<file path="config.mk">
export PLATFORM = sky130hd
export DESIGN_NAME = crc_word_update
export DESIGN_NICKNAME = d
export VERILOG_FILES = /design/src/rtl/crc_pkg.sv /design/src/rtl/crc_word_update.sv
export SDC_FILE = /design/constraint.sdc
export NUM_CORES = 1
export LEC_CHECK = 0
export ABC_AREA = 1
export CAP_MARGIN = 5
export CORE_UTILIZATION = 29
export DETAILED_ROUTE_END_ITERATION = 7
export GPL_TIMING_DRIVEN = 0
export PLACE_DENSITY = 0.61
export REMOVE_ABC_BUFFERS = 1
export SYNTH_ARGS = -nofsm -noshare
export SYNTH_HDL_FRONTEND = slang
export SYNTH_SLANG_ARGS = --single-unit
</file>
<file path="constraint.sdc">
create_clock -name vclk -period 1.4
set_input_delay 0.28 -clock vclk [all_inputs]
set_output_delay 0.28 -clock vclk [all_outputs]
set_load 0.03 [all_outputs]
</file>
<file path="src/rtl/crc_pkg.sv">
// Shared CRC definitions for the generator and checker sides.
//   state_t   : checker frame FSM states
//   crc_next  : folds one data word into a CRC register, MSB of the word
//               first, non-reflected. Widths and polynomial are arguments,
//               so one function serves every instantiation. Vectors are
//               carried at CRC_MAX_W bits; the caller truncates the result.
package crc_pkg;

  typedef enum logic [1:0] {
    IDLE,
    ACCUM,
    REPORT
  } state_t;

  localparam int CRC_MAX_W = 64;

  function automatic logic [CRC_MAX_W-1:0] crc_next(
    input logic [CRC_MAX_W-1:0] crc,
    input logic [CRC_MAX_W-1:0] data,
    input logic [CRC_MAX_W-1:0] poly,
    input int                   crc_w,
    input int                   data_w
  );
    logic [CRC_MAX_W-1:0] c;
    logic [5:0]           ci;
    logic [5:0]           di;
    logic                 fb;
    c  = crc;
    ci = 6'(crc_w - 1);
    // Fixed trip count keeps the loop statically unrollable; bits beyond
    // data_w are skipped. Bits of c above crc_w are don't-care.
    for (int i = 0; i < CRC_MAX_W; i++) begin
      if (i < data_w) begin
        di = 6'(data_w - 1 - i);
        fb = c[ci] ^ data[di];
        c  = c << 1;
        if (fb) c = c ^ poly;
      end
    end
    return c;
  endfunction

endpackage

</file>
<file path="src/rtl/crc_word_update.sv">
// Combinational one-word CRC update.
//   crc_in  : current CRC register
//   data    : DATA_WIDTH word, folded MSB first
//   crc_out : CRC after the whole word has been folded in
module crc_word_update
  import crc_pkg::*;
#(
  parameter int                   DATA_WIDTH = 16,
  parameter int                   CRC_WIDTH  = 16,
  parameter logic [CRC_WIDTH-1:0] POLY       = 16'h1021
) (
  input  logic [CRC_WIDTH-1:0]  crc_in,
  input  logic [DATA_WIDTH-1:0] data,
  output logic [CRC_WIDTH-1:0]  crc_out
);

  assign crc_out = CRC_WIDTH'(crc_next(CRC_MAX_W'(crc_in), CRC_MAX_W'(data),
                                       CRC_MAX_W'(POLY), CRC_WIDTH, DATA_WIDTH));

endmodule

</file>
### Word level (Yosys, flattened, before mapping)

Cells that the tools add are included.

| cells by class | value |
|---|---|
| bitwise gates (word level) | 32 |
| muxes and demuxes | 16 |

Operators with widths:

| operator | number |
|---|---|
| $mux W13 | 16 |
| $not A3 Y3 | 16 |
| $xor A1 B1 Y1 | 16 |

| storage, ports and cells | value |
|---|---|
| input bits | 32 |
| flip-flop bits (word level) | 0 |
| output and inout port bits | 16 |

### Longest topological paths before layout

Gate-level depths: netlist of run 1.

| depth | value |
|---|---|
| depth after elaboration | 32 |
| mapped depth | 12 |
| mapped depth without buffers | 12 |

### Least setup slack after synthesis of run 1

Ideal clock, no wire load.

| path | value |
|---|---|
| path kind | input port to output port |
| from | input data[15] |
| to | output crc_out[15] |
| stages | 11 |
| setup slack | -326 ps |
| buffers on the path | 0 |
| arrival time | 1446 ps |
| cell sequence | inv_1 -> nand2_1 -> nand2_2 -> nand2_1 -> nand2_2 -> nand2_2 -> nand2_2 -> nand2_2 -> nand2_1 -> nand2_1 -> nand2_1 |

| on the way | value |
|---|---|
| cells in the longest elaborated chain, start to end | 16 |
| elaborated cells between the ends (all ways) | 19 |

Ends and longest elaborated chain:

| element | RTL line | text |
|---|---|---|
| from (decl) | crc_word_update.sv:13 | `input logic [DATA_WIDTH-1:0] data,` |
| $xor A1 B1 Y1 (*) | crc_pkg.sv:35 | `fb = c[ci] ^ data[di];` |
| $mux W13 (*) | crc_pkg.sv:37 | `if (fb) c = c ^ poly;` |
| $mux W13 (3 in series) | crc_pkg.sv:37 |  |
| $mux W13 (*) | crc_pkg.sv:37 |  |
| $not A3 Y3 (no source line) | -- |  |
| $mux W13 (3 in series) | crc_pkg.sv:37 |  |
| $mux W13 (*) | crc_pkg.sv:37 |  |
| $mux W13 (3 in series) | crc_pkg.sv:37 |  |
| $not A3 Y3 (no source line) | -- |  |
| $mux W13 (*) | crc_pkg.sv:37 |  |
| to (decl) | crc_word_update.sv:14 | `output logic [CRC_WIDTH-1:0] crc_out` |

Every way passes the cells marked *; elsewhere a longest branch is shown, timed or not.

### Final worst setup path of run 1

| path | value |
|---|---|
| from | input crc_in[13] |
| to | output crc_out[6] |

| on the way | value |
|---|---|
| cells in the longest elaborated chain, start to end | 9 |

Ends and longest elaborated chain:

| element | RTL line | text |
|---|---|---|
| from (decl) | crc_word_update.sv:12 | `input logic [CRC_WIDTH-1:0] crc_in,` |
| $xor A1 B1 Y1 | crc_pkg.sv:35 |  |
| $mux W13 | crc_pkg.sv:37 |  |
| $xor A1 B1 Y1 | crc_pkg.sv:35 |  |
| $mux W13 | crc_pkg.sv:37 |  |
| $xor A1 B1 Y1 | crc_pkg.sv:35 |  |
| $mux W13 | crc_pkg.sv:37 |  |
| $xor A1 B1 Y1 | crc_pkg.sv:35 |  |
| $mux W13 (2 in series) | crc_pkg.sv:37 |  |

No other way between the ends.

==> results by group, run 1 <==
Outcome
  – Outcome: complete, but fails checks
  – Failing checks: setup timing

Floorplan
  – IO Pins: 48
  – Initial Util: 0.316
  – Die Height: 54.7 µm
  – Std cell rows: 18
  – Die Footprint: 2990 µm²
  – Chip width: approximately 55 µm
  – Core ar.: roughly 2500 µm²

Cells and area
  – Seq_cells: 0
  – Area Growth Syn to Fin: 135%
  – Fraction of layout cells with a size suffix above 1: 0.718
  – Seq. cell area: 0 µm²
  – Fin nets: around 250
  – CLK BUF: 0
  – Antenna diodes: 0
  – Fin area: ~1900 µm²

Critical path
  – CP top delay family: simple AND/OR/NAND/NOR gates
  – Slowest Stage Delay on Critical Path: ~0.19 ns
  – CP Capture Type: output port
  – CP required: around 1.1 ns
  – Critical Path Start Type: primary input
  – Crit path max-delay cell type: nand3b_1
  – Worst path cell trace: buf_8, xor2_2, nand2_2, nand3b_1, nand2_4, nand2_4, nand2_4, nand2_2, nand2_2, buf_6
  – CP Class: in -> out
  – CP bufs+invs: 2
  – Crit path DAT: 1.40 ns
  – CP Max Fanout: 3

Power
  – PD cells: around 900 nW/µm²
  – Lkg Pwr: roughly 1 nW
  – Peak supply drop: roughly 0.8 mV
  – Total chip power: approximately 1.7 mW

Timing
  – Worst-margin pin slew: about 0.22 ns
  – Final period util: 1.20
  – Setup-failing EPs final: 16
  – Number of hold violations in the final report: 0
  – Crit path time final: about 1.7 ns
  – Hold slack: roughly 1.1 ns
  – RSZ-0062 raised after global routing: true
  – Fmax: roughly 0.60 GHz
  – Setup WS post-layout: -0.278 ns
  – Slew margin rel.: 0.852
  – Slew Limit Fails: 0

Placed design
  – Placed cell area: around 1300 µm²
  – RePlAce Congestion: between 0.6 and 0.7
  – Port bufs: 48
  – DP HPWL: 1720 µm

Hold path
  – Worst hold path type: in -> out

Drt
  – Final wirelength: 2710 µm
  – First DRT Iteration DRCs: 27
  – Vias/cell: 4.50
  – Routed Antenna Nets: 0
  – Routed wire per std cell: approximately 11 µm
  – DRC errors left: 0
  – Detailed-route via count: 1094
  – Initial DRT Pass Iterations: 4

GRT
  – Final global-route overflow total: 0
  – Vias in the first global route: around 940
  – GRT Total Usage: 0.164
  – Initial antenna violation count: 0
  – Largest net degree at the start of global routing: 5
  – First-pass GRT wire length: approximately 3700 µm

Synth
  – Distinct cells, synth: 10
  – Netlist Area Pre-Place: roughly 800 µm²
  – Seq/Total Area, Yosys: 0
  – Syn avg cell area: 5.44 µm²
  – Synth Instances: around 150
  – YS warnings: 0

Job
  – Max Cap Viol: 0
## worst paths after layout
| check | slack [ns] | to | cells after the start | from |
|---|---|---|---|---|
| setup / recovery | -0.28 | crc_out[6] | 10 | crc_in[13] |
| hold / removal | 1.11 | crc_out[12] | 7 | data[12] |
## through the flow
stage / setup WS [ns] / instances / TNS (ns) / utilization
final: -0.278 / 243 / -3.34 / 0.744
after global routing: -0.347 / 243 / -4.36 / 0.744
after CTS: -0.238 / 238 / -2.60 / 0.655
after detailed placement: -1.26 / 226 / -19.19 / 0.520
after global placement: -1.25 / 226 / -18.82 / 0.520
after floorplan: -0.326 / 148 / -2.88 / -
## cells in the mapped netlist, drive strengths merged
library cell | number | area share
nand2 | 79 | 0.46
nand3 | 15 | 0.093
xor2 | 15 | 0.16
inv | 23 | 0.11
nor2 | 2 | 0.0093
xnor2 | 12 | 0.15
nand3b | 2 | 0.019
## layer usage
layer	vias to the layer above	global-route usage	share of wire	wire, µm
li1	569	-	-	-
met1	498	0.194	0.40	1070
met2	25	0.337	0.56	1520
met3	2	0	0.037	100
met4	0	0	0.0026	7
met5	-	0	0	0
## power by group
group | switching (mW) | internal (mW)
sequential | 0 | 0
combinational | 0.949 | 0.753
clock | 0 | 0
## final cells by class
type,instances,area (µm²)
fill,187,652
inverter,23,98.8
multi-input combinational,125,1150
tap,30,37.5
timing repair buffer,65,603
## cells in the final DEF, fill, tap and decap left out, drive strengths merged
| master | count |
|---|---|
| buf | 63 |
| clkbuf | 1 |
| clkdlybuf4s15 | 1 |
| inv | 23 |
| nand2 | 79 |
| nand3 | 15 |
| nand3b | 2 |
| nor2 | 2 |
| xnor2 | 12 |
| xor2 | 15 |
## cells by family (layout without fill, tap and decap cells)
family        after synthesis  after routing  share of synthesized area
xor+xnor                   27             27                      0.313
buf+inv                    23             88                      0.107
simple gates               98             98                      0.580
## repair_timing
action	CTS	global route
pin swaps	75	44
endpoints found under the setup margin	16	16
setup buffers	12	5
resized for setup	316	48
hold buffers	0	0
endpoints found under the hold margin	0	0
No activity file was read; power rests on OpenSTA's default activity.
==> run 2, diff against run 1 <==
SLEW_MARGIN = 10   (was unset)
==> results of run 2 <==
The final DEF is identical to that of run 1; final timing and power are the same.
